`src/rtl/button_pkg.sv`:
```
// Shared constants for the button event stage: state encoding and default timing.
package button_pkg;

  localparam logic [1:0] ST_IDLE   = 2'd0;
  localparam logic [1:0] ST_WAIT   = 2'd1;
  localparam logic [1:0] ST_REPEAT = 2'd2;

  typedef enum logic [1:0] {
    S_IDLE   = ST_IDLE,
    S_WAIT   = ST_WAIT,
    S_REPEAT = ST_REPEAT
  } btn_state_e;

  localparam int HOLD_DLY_DEF = 95;
  localparam int REP_PER_DEF  = 19;
  localparam int CW_DEF       = 8;

endpackage

```
`src/rtl/button_event_fsm.sv`:
```
// One button channel: press/release/auto-repeat pulse FSM, hold counter and sticky pend flag.
module button_event_fsm
  import button_pkg::*;
#(
  parameter int HOLD_DLY = HOLD_DLY_DEF,
  parameter int REP_PER  = REP_PER_DEF,
  parameter int CW       = CW_DEF
) (
  input  logic cclk_i,
  input  logic clr_i,
  input  logic inp_i,
  input  logic ack_i,
  output logic press_o,
  output logic release_o,
  output logic rpt_o,
  output logic held_o,
  output logic pend_o
);

  // Counter restarts at 0 on the press edge, so the terminal value HOLD_DLY-1
  // lands the first rpt pulse exactly HOLD_DLY cycles after the press pulse.
  localparam logic [CW-1:0] HOLD_TERM = CW'(HOLD_DLY - 1);
  localparam logic [CW-1:0] REP_TERM  = (REP_PER > 0) ? CW'(REP_PER - 1) : '0;

  btn_state_e    state_q, state_d;
  logic [CW-1:0] cnt_q, cnt_d;
  logic          press_q, press_d;
  logic          rel_q, rel_d;
  logic          rpt_q, rpt_d;
  logic          held_q, held_d;
  logic          pend_q, pend_d;

  always_comb begin
    state_d = state_q;
    cnt_d   = cnt_q;
    press_d = 1'b0;
    rel_d   = 1'b0;
    rpt_d   = 1'b0;
    held_d  = inp_i;
    case (state_q)
      S_IDLE: begin
        if (inp_i) begin
          press_d = 1'b1;
          cnt_d   = '0;
          state_d = S_WAIT;
        end
      end
      S_WAIT: begin
        if (!inp_i) begin
          rel_d   = 1'b1;
          cnt_d   = '0;
          state_d = S_IDLE;
        end else if (cnt_q == HOLD_TERM) begin
          // With repeat disabled the counter parks at its terminal value.
          if (REP_PER != 0) begin
            rpt_d   = 1'b1;
            cnt_d   = '0;
            state_d = S_REPEAT;
          end
        end else begin
          cnt_d = cnt_q + 1'b1;
        end
      end
      S_REPEAT: begin
        if (!inp_i) begin
          rel_d   = 1'b1;
          cnt_d   = '0;
          state_d = S_IDLE;
        end else if (cnt_q == REP_TERM) begin
          rpt_d = 1'b1;
          cnt_d = '0;
        end else begin
          cnt_d = cnt_q + 1'b1;
        end
      end
      default: begin
        state_d = S_IDLE;
        cnt_d   = '0;
      end
    endcase
    // A new event in the same cycle as ack wins so nothing is lost.
    pend_d = press_d | rpt_d | (pend_q & ~ack_i);
  end

  always_ff @(posedge cclk_i or posedge clr_i) begin
    if (clr_i) begin
      state_q <= S_IDLE;
      cnt_q   <= '0;
      press_q <= 1'b0;
      rel_q   <= 1'b0;
      rpt_q   <= 1'b0;
      held_q  <= 1'b0;
      pend_q  <= 1'b0;
    end else begin
      state_q <= state_d;
      cnt_q   <= cnt_d;
      press_q <= press_d;
      rel_q   <= rel_d;
      rpt_q   <= rpt_d;
      held_q  <= held_d;
      pend_q  <= pend_d;
    end
  end

  assign press_o   = press_q;
  assign release_o = rel_q;
  assign rpt_o     = rpt_q;
  assign held_o    = held_q;
  assign pend_o    = pend_q;

endmodule

```
`src/rtl/button_events.sv`:
```
// Debounced button levels to registered press/release/repeat pulses, N independent channels.
module button_events
  import button_pkg::*;
#(
  parameter int N        = 4,
  parameter int HOLD_DLY = HOLD_DLY_DEF,
  parameter int REP_PER  = REP_PER_DEF,
  parameter int CW       = CW_DEF
) (
  input  logic         cclk_i,
  input  logic         clr_i,
  input  logic [N-1:0] inp_i,
  input  logic [N-1:0] ack_i,
  output logic [N-1:0] press_o,
  output logic [N-1:0] release_o,
  output logic [N-1:0] rpt_o,
  output logic [N-1:0] held_o,
  output logic [N-1:0] pend_o
);

  for (genvar i = 0; i < N; i++) begin : g_ch
    button_event_fsm #(
      .HOLD_DLY(HOLD_DLY),
      .REP_PER (REP_PER),
      .CW      (CW)
    ) u_ch (
      .cclk_i   (cclk_i),
      .clr_i    (clr_i),
      .inp_i    (inp_i[i]),
      .ack_i    (ack_i[i]),
      .press_o  (press_o[i]),
      .release_o(release_o[i]),
      .rpt_o    (rpt_o[i]),
      .held_o   (held_o[i]),
      .pend_o   (pend_o[i])
    );
  end

endmodule

```
`config.mk`:
```
export PLATFORM = sky130hd
export DESIGN_NAME = button_events
export DESIGN_NICKNAME = d
export VERILOG_FILES = /design/src/rtl/button_pkg.sv /design/src/rtl/button_event_fsm.sv /design/src/rtl/button_events.sv
export SDC_FILE = /design/constraint.sdc
export NUM_CORES = 1
export LEC_CHECK = 0
export CAP_MARGIN = 20
export CORE_ASPECT_RATIO = 2
export CORE_MARGIN = 2
export CORE_UTILIZATION = 30
export DETAILED_ROUTE_END_ITERATION = 8
export PLACE_DENSITY = 0.55
export SYNTH_ARGS = -nofsm -noshare
export SYNTH_HDL_FRONTEND = slang
export SYNTH_SLANG_ARGS = --single-unit
```
`constraint.sdc`:
```
create_clock -name cclk_i -period 2.08 [get_ports cclk_i]
set_input_delay 0.416 -clock cclk_i [delete_from_list [all_inputs] [get_ports cclk_i]]
set_output_delay 0.416 -clock cclk_i [all_outputs]
set_load 0.02 [all_outputs]
```
==> metrics.md, run 1 <==
| Metric | Value |
|---|---|
| Total track usage | about an eighth |
| ANT nets after route | 0 |
| Bufs on Longest Clock Path | 2 |
| Post-synthesis sequential area ratio | 44.58% |
| Routed vias | about 2,600 |
| Shortest period the worst path allows | roughly 1.9 ns |
| Fill cell instance count of the final layout | between 1,000 and 1,500 |
| Drc violations | 0 |
| VDD IR max | 0.0004916 V |
| Post-layout instance count excluding filler cells | roughly 520 |
| Max cap viols | 0 |
| Gate count after technology mapping | 340 |
| Count of buffering cells on the critical path with inverters included | 1 |
| Final hold violations | 0 |
| TritonCTS buffer count | 9 |
| Antenna Cells | 0 |
| DRT iter0 DRCs | between 100 and 150 |
| Post-Syn Area per Cell | ~9.9 um2 |
| Skew final | between 0.005 and 0.006 ns |
| Cell with the largest stage delay on the worst path | sky130_fd_sc_hd__dfrtp_1 |
| Post-synthesis async set-or-reset flop share | 100.0% |
| CP Launch Type | flip-flop |
| Outcome | complete, no violations |
| Class of the worst hold path | in -> async |
| Count of pins over their slew limit | 0 |
| Total setup violations reported at the end of the flow | 0 |
| Slew of the pin with the lowest slew margin | 0.4619 ns |
| Post-CTS Hold Fix Bufs | 0 |
| Setup repair after global routing missed its margin | no |
| Cell Rows | 54 |
| Antenna violations before repair | 0 |
| Routability-driven placement congestion ratio | 0.7973 |
| Leading register cell type out of synthesis | sky130_fd_sc_hd__dfrtp_1 |
| CTS sink count | 60 |
| Count of flip-flops with a built-in enable after synthesis | 0 |
| Sum Neg Setup Slack | 0 ns |
| Quantity of gates resized following cts | 0 |
| Number of buffers inserted to repair setup after CTS | 0 |
| Via count normalized by instance count | 4.975 |
| WL/cell | 13.54 um |
| CP arrival | about 2.1 ns |
| CP Max Fanout | 6 |
| Total number of nets in the final design | between 400 and 500 |
| Number of optimization iterations in the first detailed-route pass | 4 |
| Sum of internal, switching and leakage power | 4.503 mW |
| Static leakage power | between 1.5 and 2 nW |
| Path type of the worst setup path | reg -> reg |
| Synth-to-Final Area Change | 21.21% |
| Largest net degree at the start of global routing | a little over 60 |
| Number of warning messages in the yosys log | 0 |
| Launching instance or port of the critical path | g_ch[3].u_ch.cnt_q[1] |
| CTS tree | yes |
| CP top delay family | compound AO/OA/AOI/OAI gates |
| Normalized max-slew margin | approximately 69% |
| Later-pin clock latency in the skew report | 0.33 ns |
| Buffer cell driving the clock tree root | sky130_fd_sc_hd__clkbuf_16 |
| Nets in the synthesized netlist | 370 |
| Category of the worst setup path capture point | flip-flop |
| Data required time of the critical path | roughly 2.3 ns |
| Max Clock Freq | about 540 MHz |
| Port Buffer Count | 29 |
| Global-route wire length before repair | 12.10 mm |
| Power density of the placed cells | between 1000 and 1500 nW/um2 |
| Fraction of the cycle the final worst path needs | between 80% and 90% |
| Remaining Overflow, GRT | 0 |
| Placed insts | about 500 |
| Clock-pin slew on the worst setup and hold paths | approximately 0.050 ns |
| Count of different cell masters after synthesis | 51 |
| Die area | roughly 12,000 um2 |
| Number of global-route vias before repair | approximately 2,600 |
| Delay contributed by the slowest stage of the critical path | 0.42 ns |
| Post-DP HPWL | just over 5 mm |
| Ordered list of cells on the worst path | ha_1, nand4bb_4, o41ai_4, buf_4, a2111oi_1, a311o_1 |
| Cell area after technology mapping | 3368 um2 |
| Synth Register Bits | 60 |
| Reg2reg start | g_ch[3].u_ch.cnt_q[1] |
| Ratio of cells with drive above 1 in the final layout | between 10% and 20% |
| Core box area | roughly 11,000 um2 |
| Height of the die | approximately 150 um |
| CTS H-Tree Depth | 3 |
| Overall routed net length | between 7 and 8 mm |
| Die Span X | 78.93 um |
| Effective utilization at floorplan | between 30% and 40% |
| IO Count | 30 |
==> layer usage <==
metal	vias up	GRT usage, %	share of wire, %
li1	1273	-	-
met1	1250	13.42	40
met2	41	23.00	54
met3	13	2.523	3.0
met4	0	7.882	3.0
met5	-	0	0
==> worst min-delay path, cell delays in order <==
cell and delay, ns:
sky130_fd_sc_hd__clkdlybuf4s50_1 0.41, sky130_fd_sc_hd__inv_2 0.07, sky130_fd_sc_hd__buf_12 0.28
==> logic make-up (layout without fill, tap and decap cells) <==
kind of cell	count (synthesis)	after routing	synth area share (%)
and+or+nand+nor	118	118	19.91
muxes	3	3	0.8916
buffers and inverters	46	84	7.578
xor gates and xnor gates	11	11	2.861
DFF	60	60	44.58
adders and majority gates	20	20	7.429
AOI/OAI and AO/OA	82	82	16.75
==> metrics by stage <==
step                      util, %  hold slack (ns)  area [um2]  worst slack [ns]
after floorplan                 -           0.4474        3368            0.1793
after global placement      34.76           0.4730        3805            0.1567
after detailed placement    34.76           0.4788        3805            0.1249
after CTS                   37.24           0.4830        4076            0.1901
after global routing        37.30           0.5158        4083           0.03244
final                       37.30           0.4644        4083            0.2227
==> sequential cells by signal, summed over array words and instances, names as in the netlist <==
| register | count |
|---|---|
| g_ch.u_ch.state_q | 8 |
| g_ch.u_ch.press_o | 4 |
| g_ch.u_ch.pend_o | 4 |
| g_ch.u_ch.held_o | 4 |
| g_ch.u_ch.rpt_o | 4 |
| g_ch.u_ch.cnt_q | 32 |
| g_ch.u_ch.release_o | 4 |
==> layout make-up <==
class                   instances  area (um2)  area share, %
well taps                     140       175.2          4.291
inverters                      21       78.83          1.931
flip-flops and latches         60        1501          36.78
clock inverters                 4       25.02         0.6129
clock buffers                  12       246.5          6.037
repair buffers                 47       437.9          10.73
multi-input cells             234        1618          39.63
==> report_power, final <==
part / switching, mW / internal (mW) / leakage, nW / total (mW)
clock network: 0.521 / 0.833 / 0.129 / 1.35
registers: 0.133 / 1.38 / 0.802 / 1.52
logic: 0.918 / 0.713 / 0.805 / 1.63
total: 1.57 / 2.93 / 1.74 / 4.50
==> placed cells by master, fill, tap and decap left out, types with 3 or more instances in the layout <==
cell type and instances:
sky130_fd_sc_hd__and3_1 3, sky130_fd_sc_hd__a21oi_1 21, sky130_fd_sc_hd__nand2_1 31, sky130_fd_sc_hd__nor4b_1 3
sky130_fd_sc_hd__clkdlybuf4s50_1 29, sky130_fd_sc_hd__o311ai_0 3, sky130_fd_sc_hd__and4_1 5, sky130_fd_sc_hd__inv_1 20
sky130_fd_sc_hd__ha_1 20, sky130_fd_sc_hd__nand3_1 15, sky130_fd_sc_hd__and2_1 11, sky130_fd_sc_hd__a221o_1 4
sky130_fd_sc_hd__dfrtp_1 60, sky130_fd_sc_hd__clkbuf_16 9, sky130_fd_sc_hd__nor3_1 7, sky130_fd_sc_hd__o21ai_0 18
sky130_fd_sc_hd__buf_4 17, sky130_fd_sc_hd__xor2_1 8, sky130_fd_sc_hd__mux2i_1 3, sky130_fd_sc_hd__o211ai_1 4
sky130_fd_sc_hd__nand4_1 7, sky130_fd_sc_hd__nand2b_1 5, sky130_fd_sc_hd__a2111oi_0 3, sky130_fd_sc_hd__or3_1 3
sky130_fd_sc_hd__nor2b_1 12, sky130_fd_sc_hd__xnor2_1 3, sky130_fd_sc_hd__nor2_1 6, sky130_fd_sc_hd__o21ai_1 3
sky130_fd_sc_hd__a211o_1 3
==> synthesized netlist by cell type, types with 2 or more instances <==
cell type | number | share of area (%)
sky130_fd_sc_hd__xor2_1 | 8 | 2.1
sky130_fd_sc_hd__o2bb2ai_1 | 2 | 0.52
sky130_fd_sc_hd__o211ai_1 | 4 | 0.89
sky130_fd_sc_hd__a211o_1 | 3 | 0.78
sky130_fd_sc_hd__nor4b_1 | 3 | 0.78
sky130_fd_sc_hd__nand2b_1 | 5 | 0.93
sky130_fd_sc_hd__o311ai_0 | 3 | 0.78
sky130_fd_sc_hd__and2_1 | 11 | 2.0
sky130_fd_sc_hd__and3_1 | 3 | 0.56
sky130_fd_sc_hd__nor2_1 | 6 | 0.67
sky130_fd_sc_hd__nand4_1 | 7 | 1.3
sky130_fd_sc_hd__nand2_1 | 31 | 3.5
sky130_fd_sc_hd__a2111oi_0 | 4 | 1.0
sky130_fd_sc_hd__a21oi_1 | 21 | 3.1
sky130_fd_sc_hd__a32oi_1 | 2 | 0.52
sky130_fd_sc_hd__and4_1 | 5 | 1.3
sky130_fd_sc_hd__dfrtp_1 | 60 | 45
sky130_fd_sc_hd__nand3_1 | 15 | 2.2
sky130_fd_sc_hd__clkbuf_1 | 3 | 0.33
sky130_fd_sc_hd__nor3b_1 | 3 | 0.67
sky130_fd_sc_hd__a221o_1 | 4 | 1.2
sky130_fd_sc_hd__xnor2_1 | 3 | 0.78
sky130_fd_sc_hd__a21o_1 | 2 | 0.45
sky130_fd_sc_hd__o21ai_0 | 18 | 2.7
sky130_fd_sc_hd__mux2i_1 | 3 | 0.89
sky130_fd_sc_hd__nand3b_1 | 2 | 0.45
sky130_fd_sc_hd__and2_2 | 2 | 0.45
sky130_fd_sc_hd__o21ai_1 | 3 | 0.45
sky130_fd_sc_hd__or3_1 | 3 | 0.56
sky130_fd_sc_hd__buf_4 | 22 | 4.9
sky130_fd_sc_hd__nor2b_1 | 12 | 2.2
sky130_fd_sc_hd__nor3_1 | 7 | 1.0
sky130_fd_sc_hd__inv_1 | 21 | 2.3
sky130_fd_sc_hd__ha_1 | 20 | 7.4
sky130_fd_sc_hd__o22ai_1 | 2 | 0.37
sky130_fd_sc_hd__a31oi_1 | 2 | 0.37
==> worst paths after layout <==
| check | cells past startpoint | slack [ns] | endpoint |
|---|---|---|---|
| min | 3 | 0.46 | g_ch[2].u_ch.state_q[0] |
| max reg2reg | 6 | 0.22 | g_ch[3].u_ch.cnt_q[2] |
| min reg2reg | 1 | 0.49 | g_ch[1].u_ch.pend_o |
| min in group cclk_i | 1 | 0.49 | g_ch[1].u_ch.pend_o |
| max in group asynchronous | 3 | 1.34 | g_ch[0].u_ch.press_o |
| max | 6 | 0.22 | g_ch[3].u_ch.cnt_q[2] |
No activity file was read; power rests on OpenSTA's default activity.
==> run 2, diff against run 1 <==
- CORE_MARGIN: 2 -> 1
- CORE_UTILIZATION: 30 -> 25
- PLACE_DENSITY: 0.55 -> 0.49
- clock period: 2.08 -> 2.2 ns (I/O delays scaled with it)
==> run 2 against run 1 <==
  * The flow now finishes with violations (design-rule violations)
  * Power decreased by 4.0%
  * Non-clock buffer count is 1 lower
  * Maximum frequency decreased by 1.3%
  * Clock skew rose by 0.0029 ns
  * Wire length rose by 2.3%
  * Critical path type unchanged
  * Via count grew 0.12%
  * Utilization shrank 5.9 points
==> metrics.md, run 2 (synthesized netlist as in run 1, its figures left out) <==
| Metric | Value |
|---|---|
| Outcome | finished, violations left |
| Violated checks | design-rule violations |
| Max Clock Freq | 531.2 MHz (-1.3%) |
| Core box area | 13,070 um2 (+19%) |
| Setup repair after global routing missed its margin | no |
| Post-DP HPWL | 5.120 mm (+1.6%) |
| Flip-flop count of the largest register, all copies and words added | 32 (unchanged) |
| Destination of the critical timing path | g_ch[3].u_ch.cnt_q[2] |
| Via count normalized by instance count | 4.877 (-2.0%) |
| Most common cell after layout, fill and taps aside | sky130_fd_sc_hd__dfrtp_1 |
| CTS tree | yes |
| Number of buffers inserted to repair setup after CTS | 0 (unchanged) |
| Static leakage power | 1.736 nW (about the same) |
| Fraction of the cycle the final worst path needs | 85.56% (-3.7 points) |
| Synth-to-Final Area Change | 21.66% |
| WL/cell | 13.56 um (+0.15%) |
| Slew of the pin with the lowest slew margin | 0.5005 ns (+0.03854 ns) |
| Overall routed net length | 7.174 mm (+2.3%) |
| Total track usage | 11.34% (-1.5 points) |
| CTS sink count | 60 (unchanged) |
| Cell Rows | 59 (+9.3%) |
| Post-route setup slack | 0.3176 ns (+0.09493 ns) |
| Die Span X | 84.08 um (+6.5%) |
| VDD IR max | 0.0003049 V (-38%) |
| Path type of the worst setup path | reg -> reg |
| Die area | 13,970 um2 (+15%) |
| CP arrival | 2.09 ns (+0.02 ns) |
| Category of the worst setup path capture point | flip-flop |
| Skew final | 0.008865 ns (+0.002895 ns) |
| Commonest cells after routing, fill and taps aside | sky130_fd_sc_hd__dfrtp_1, sky130_fd_sc_hd__nand2_1, sky130_fd_sc_hd__clkdlybuf4s50_1, sky130_fd_sc_hd__a21oi_1 |
| Global-route wire length before repair | 12.54 mm (+3.6%) |
| Bufs on Longest Clock Path | 2 (unchanged) |
| Reg2reg start | g_ch[3].u_ch.cnt_q[0] |
| Total number of nets in the final design | 402 (-0.25%) |
| Routability-driven placement congestion ratio | 0.7785 (-2.4%) |
| CP Max Fanout | 8 (+2) |
| Drc violations | 15 (+15) |
| Antenna Cells | 0 (unchanged) |
| Buffer cell driving the clock tree root | sky130_fd_sc_hd__clkbuf_16 |
| Number of global-route vias before repair | 2,624 (+0.038%) |
| Effective utilization at floorplan | 25.78% (-5.0 points) |
| Biggest regs | g_ch.u_ch.cnt_q: 32 flops, g_ch.u_ch.state_q: 8 flops |
| Register-to-register setup slack | 0.32 ns (+0.09 ns) |
| Number of optimization iterations in the first detailed-route pass | 8 (+4) |
| Largest net degree at the start of global routing | 51 (-16%) |
| Shortest period the worst path allows | 1.882 ns (+0.02507 ns) |
| TritonCTS buffer count | 9 (unchanged) |
| Worst reg2reg endpoint | g_ch[3].u_ch.cnt_q[2] |
| Power density of the placed cells | 1055 nW/um2 (-4.4%) |
| Ratio of cells with drive above 1 in the final layout | 10.61% (-0.50 points) |
| Routed vias | 2,580 (+0.12%) |
| ANT nets after route | 0 (unchanged) |
| Final hold violations | 0 (unchanged) |
| Post-CTS Hold Fix Bufs | 0 (unchanged) |
| CTS H-Tree Depth | 3 (unchanged) |
| Height of the die | 166.2 um (+8.0%) |
| Worst-case reg-to-reg path depth | 7 (+1) |
| DRT iter0 DRCs | 101 (-1.9%) |
| Count of pins over their slew limit | 0 (unchanged) |
| Class of the worst hold path | in -> async |
| Clock-pin slew on the worst setup and hold paths | 0.06 ns (about the same) |
| Register bank with the most flops | g_ch.u_ch.cnt_q |
| Normalized max-slew margin | 66.41% (-2.7 points) |
| CP Launch Type | flip-flop |
| IO Count | 30 (unchanged) |
| Dpl ws | 0.1161 ns (-0.008812 ns) |
| Data required time of the critical path | 2.41 ns (+0.12 ns) |
| Max cap viols | 0 (unchanged) |
| Launching instance or port of the critical path | g_ch[3].u_ch.cnt_q[0] |
| Total setup violations reported at the end of the flow | 0 (unchanged) |
| Later-pin clock latency in the skew report | 0.33 ns (about the same) |
| Remaining Overflow, GRT | 0 (unchanged) |
| Sum Neg Setup Slack | 0 ns (unchanged) |
| Fill cell instance count of the final layout | 1,330 (+17%) |
| Antenna violations before repair | 0 (unchanged) |
| Port Buffer Count | 29 (unchanged) |
| Quantity of gates resized following cts | 0 (unchanged) |
==> run 2: worst min path at each step <==
stage	startpoint	to	slack (ns)	cells after the start
finish	clr_i	g_ch[1].u_ch.press_o	0.37	2
global placement	g_ch[0].u_ch.pend_o	g_ch[0].u_ch.pend_o	0.47	1
floorplan	g_ch[0].u_ch.pend_o	g_ch[0].u_ch.pend_o	0.46	1
CTS	clr_i	g_ch[1].u_ch.held_o	0.37	2
global route	clr_i	g_ch[1].u_ch.release_o	0.39	2
detailed placement	g_ch[0].u_ch.pend_o	g_ch[0].u_ch.pend_o	0.48	1
==> run 2: worst max-delay path, stage by stage (launching register included) <==
cell and delay [ns]:
sky130_fd_sc_hd__dfrtp_1 0.43, sky130_fd_sc_hd__inv_1 0.08, sky130_fd_sc_hd__ha_1 0.21, sky130_fd_sc_hd__nand4bb_4 0.17
sky130_fd_sc_hd__o41ai_4 0.22, sky130_fd_sc_hd__buf_4 0.20, sky130_fd_sc_hd__a21oi_2 0.10, sky130_fd_sc_hd__a311o_1 0.36
==> run 2: where the power goes <==
| part | internal (mW) | switching (mW) |
|---|---|---|
| logic | 0.659 | 0.856 |
| clock network | 0.870 | 0.487 |
| registers | 1.31 | 0.141 |
==> run 2: area by class of cell <==
cell class	count	area (um2)	share of cell area, %
multi-input cells	234	1612	39.33
flip-flops and latches	60	1501	36.64
repair buffers	46	430.4	10.50
clock buffers	11	232.7	5.679
well taps	152	190.2	4.641
inverters	21	78.83	1.924
clock inverters	5	52.55	1.282
==> run 2: metal layers <==
metal  track usage [%]  wire length [um]  vias to the layer above
met5                 0                 0                        -
met4             5.847               125                        0
met3             2.485               215                        7
met2             20.42              3941                       46
met1             12.21              2891                     1261
li1                  -                 -                     1266
==> run 2: per-stage QoR <==
| stage | cells | power, mW | utilization (%) | cell area, um2 | hold WS, ns |
|---|---|---|---|---|---|
| final | 529 | 4.321 | 31.36 | 4098 | 0.3685 |
| after global routing | 529 | 4.607 | 31.36 | 4098 | 0.3912 |
| after CTS | 529 | 4.390 | 31.36 | 4098 | 0.3695 |
| after detailed placement | 513 | 2.985 | 29.18 | 3812 | 0.4818 |
| after global placement | 513 | 2.974 | 29.18 | 3812 | 0.4735 |
| after floorplan | 340 | 2.522 | - | 3368 | 0.4601 |
==> run 3, diff against run 2 <==
- CTS_CLUSTER_SIZE: not set -> 8
- SETUP_SLACK_MARGIN: not set -> 0.2
==> run 3 against run 2 <==
  * The flow still finishes with violations (design-rule violations)
  * Worst setup slack got worse by 0.0033 ns
  * Global-route usage stayed put
  * Cell area up 0.21%
  * Combinational power about the same
  * Critical path type unchanged
  * Highest routed layer unchanged
==> metrics.md, run 3 (synthesized netlist as in run 1, its figures left out) <==
| Metric | Value |
|---|---|
| Outcome | finished, violations left |
| Violated checks | design-rule violations |
| Port Buffer Count | 29 (unchanged) |
| Category of the worst setup path capture point | flip-flop |
| Slew of the pin with the lowest slew margin | 0.4282 ns (-0.07228 ns) |
| Die Span X | 84.08 um (unchanged) |
| Reg2reg start | g_ch[3].u_ch.cnt_q[0] |
| Data required time of the critical path | 2.41 ns (about the same) |
| Later-pin clock latency in the skew report | 0.33 ns (about the same) |
| Synth-to-Final Area Change | 21.92% |
| Remaining Overflow, GRT | 0 (unchanged) |
| Register-to-register setup slack | 0.31 ns (about the same) |
| Launching instance or port of the critical path | g_ch[3].u_ch.cnt_q[0] |
| VDD IR max | 0.0003024 V (-0.82%) |
| Power dissipated by switching net loads | 1.491 mW (+0.56%) |
| Post-CTS Hold Fix Bufs | 0 (unchanged) |
| Fill cell instance count of the final layout | 1,329 (-0.075%) |
| Number of global-route vias before repair | 2,624 (unchanged) |
| Worst-case reg-to-reg path depth | 7 (unchanged) |
| Final cell area excluding filler cells | 4106 um2 (+0.21%) |
| Skew final | 0.008527 ns (-0.0003381 ns) |
| Total number of nets in the final design | 402 (unchanged) |
| IO Count | 30 (unchanged) |
| CP arrival | 2.09 ns (about the same) |
| Via count normalized by instance count | 4.879 (about the same) |
| Height of the die | 166.2 um (unchanged) |
| Power share of the combinational group | 35.2% (+0.2 points) |
| Total track usage | 11.34% (unchanged) |
| CTS tree | yes |
| Flip-flop count of the largest register, all copies and words added | 32 (unchanged) |
| Routed vias | 2,581 (+0.039%) |
| Cell Int Power | 2.843 mW (+0.16%) |
| Antenna Cells | 0 (unchanged) |
| Switching Share | 34.41% (+0.089 points) |
| DRT iter0 DRCs | 118 (+17%) |
| Max Clock Freq | 530.3 MHz (-0.17%) |
| CTS sink count | 60 (unchanged) |
| TritonCTS buffer count | 9 (unchanged) |
| Count of pins over their slew limit | 0 (unchanged) |
| Shortest period the worst path allows | 1.886 ns (+0.003294 ns) |
| Normalized max-slew margin | 71.05% (+4.6 points) |
| Overall routed net length | 7.186 mm (+0.17%) |
| Proportion of power drawn by the clock network | 31.3% (about the same) |
| Sum Neg Setup Slack | 0 ns (unchanged) |
| Destination of the critical timing path | g_ch[3].u_ch.cnt_q[2] |
| CTS H-Tree Depth | 3 (unchanged) |
| Post-Place Cell Area | 3812 um2 (unchanged) |
| Fraction of the cycle the final worst path needs | 85.71% (+0.15 points) |
| Class of the worst hold path | in -> async |
| Cell Rows | 59 (unchanged) |
| CP Max Fanout | 8 (unchanged) |
| Setup repair after global routing missed its margin | no |
| CP Launch Type | flip-flop |
| Most common cell after layout, fill and taps aside | sky130_fd_sc_hd__dfrtp_1 |
| Core box area | 13,070 um2 (unchanged) |
| Worst reg2reg endpoint | g_ch[3].u_ch.cnt_q[2] |
| Static leakage power | 1.742 nW (+0.31%) |
| Ratio of cells with drive above 1 in the final layout | 11.14% (+0.53 points) |
| Drc violations | 15 (unchanged) |
| Commonest cells after routing, fill and taps aside | sky130_fd_sc_hd__dfrtp_1, sky130_fd_sc_hd__nand2_1, sky130_fd_sc_hd__clkdlybuf4s50_1, sky130_fd_sc_hd__a21oi_1 |
| Total setup violations reported at the end of the flow | 0 (unchanged) |
| Bufs on Longest Clock Path | 2 (unchanged) |
| Register bank with the most flops | g_ch.u_ch.cnt_q |
| Buffer cell driving the clock tree root | sky130_fd_sc_hd__clkbuf_16 |
| Effective utilization at floorplan | 25.78% (unchanged) |
| WL/cell | 13.58 um (+0.17%) |
| Final hold violations | 0 (unchanged) |
| Sum of internal, switching and leakage power | 4.334 mW (+0.30%) |
| Antenna violations before repair | 0 (unchanged) |
| Number of optimization iterations in the first detailed-route pass | 8 (unchanged) |
| Biggest regs | g_ch.u_ch.cnt_q: 32 flops, g_ch.u_ch.state_q: 8 flops |
| Delay contributed by the slowest stage of the critical path | 0.43 ns (about the same) |
| Power density of the placed cells | 1055 nW/um2 (about the same) |
| Largest net degree at the start of global routing | 51 (unchanged) |
| Cell with the largest stage delay on the worst path | sky130_fd_sc_hd__dfrtp_1 |
| Routability-driven placement congestion ratio | 0.7785 (unchanged) |
| ANT nets after route | 0 (unchanged) |
| Global-route wire length before repair | 12.54 mm (unchanged) |
| Ordered list of cells on the worst path | inv_1, ha_1, nand4bb_4, o41ai_4, buf_4, a21oi_2, a311o_1 |
| Max cap viols | 0 (unchanged) |
| Clock-pin slew on the worst setup and hold paths | 0.06 ns (about the same) |
| Sequential Power Share | 33.5% (about the same) |
| Post-DP HPWL | 5.120 mm (unchanged) |
| Die area | 13,970 um2 (unchanged) |
| Path type of the worst setup path | reg -> reg |
| Fraction of the core area covered by cells at the end of the flow | 31.43% (+0.067 points) |
## run 3: area by class of cell
cell class | count | area (um2) | area share, %
multi-input cells | 234 | 1620 | 39.46
flip-flops and latches | 60 | 1501 | 36.56
repair buffers | 46 | 430.4 | 10.48
clock buffers | 11 | 232.7 | 5.667
well taps | 152 | 190.2 | 4.631
inverters | 21 | 78.83 | 1.920
clock inverters | 5 | 52.55 | 1.280
## run 3: worst min path at each step
stage / startpoint / end / slack (ns)
after floorplan: g_ch[0].u_ch.pend_o / g_ch[0].u_ch.pend_o / 0.46
after global placement: g_ch[0].u_ch.pend_o / g_ch[0].u_ch.pend_o / 0.47
after detailed placement: g_ch[0].u_ch.pend_o / g_ch[0].u_ch.pend_o / 0.48
after CTS: clr_i / g_ch[1].u_ch.held_o / 0.37
after global routing: clr_i / g_ch[1].u_ch.release_o / 0.39
final: clr_i / g_ch[1].u_ch.press_o / 0.37
## run 3: repair_timing
action	in CTS	in global routing
setup buffers	0	0
gates resized for setup	0	2
endpoints found under the setup margin	0	10
## run 3: stage by stage
| stage | hold WS (ns) | instances | setup WS (ns) |
|---|---|---|---|
| global placement | 0.4735 | 513 | 0.2183 |
| finish | 0.3707 | 529 | 0.3143 |
| floorplan | 0.4601 | 340 | 0.2753 |
| detailed placement | 0.4818 | 513 | 0.1161 |
| global route | 0.3912 | 529 | 0.2048 |
| CTS | 0.3695 | 529 | 0.2905 |
## run 3: critical path, delay by kind of cell, from the launching register on
family / cells / cell delay [ns]
AND/OR/NAND/NOR: 1 / 0.17
buffers and inverters: 2 / 0.28
AO/OA/AOI/OAI: 3 / 0.68
flip-flops: 1 / 0.43
adder cells (fa/ha/maj): 1 / 0.21
## run 3: power groups by stage
stage	logic [mW]	clock network (mW)	registers [mW]
5_1_grt	1.68	1.45	1.48
3_5_place_dp	1.52	0	1.47
3_3_place_gp	1.51	0	1.47
2_1_floorplan	1.09	0	1.43
6_report	1.53	1.36	1.45
4_1_cts	1.53	1.41	1.45
## run 3: routing by layer
layer / track usage, % / up-vias / routed length, um
met4: 5.847 / 0 / 131
met1: 12.21 / 1267 / 2939
li1: - / 1269 / -
met3: 2.485 / 7 / 183
met2: 20.42 / 38 / 3931
met5: 0 / - / 0
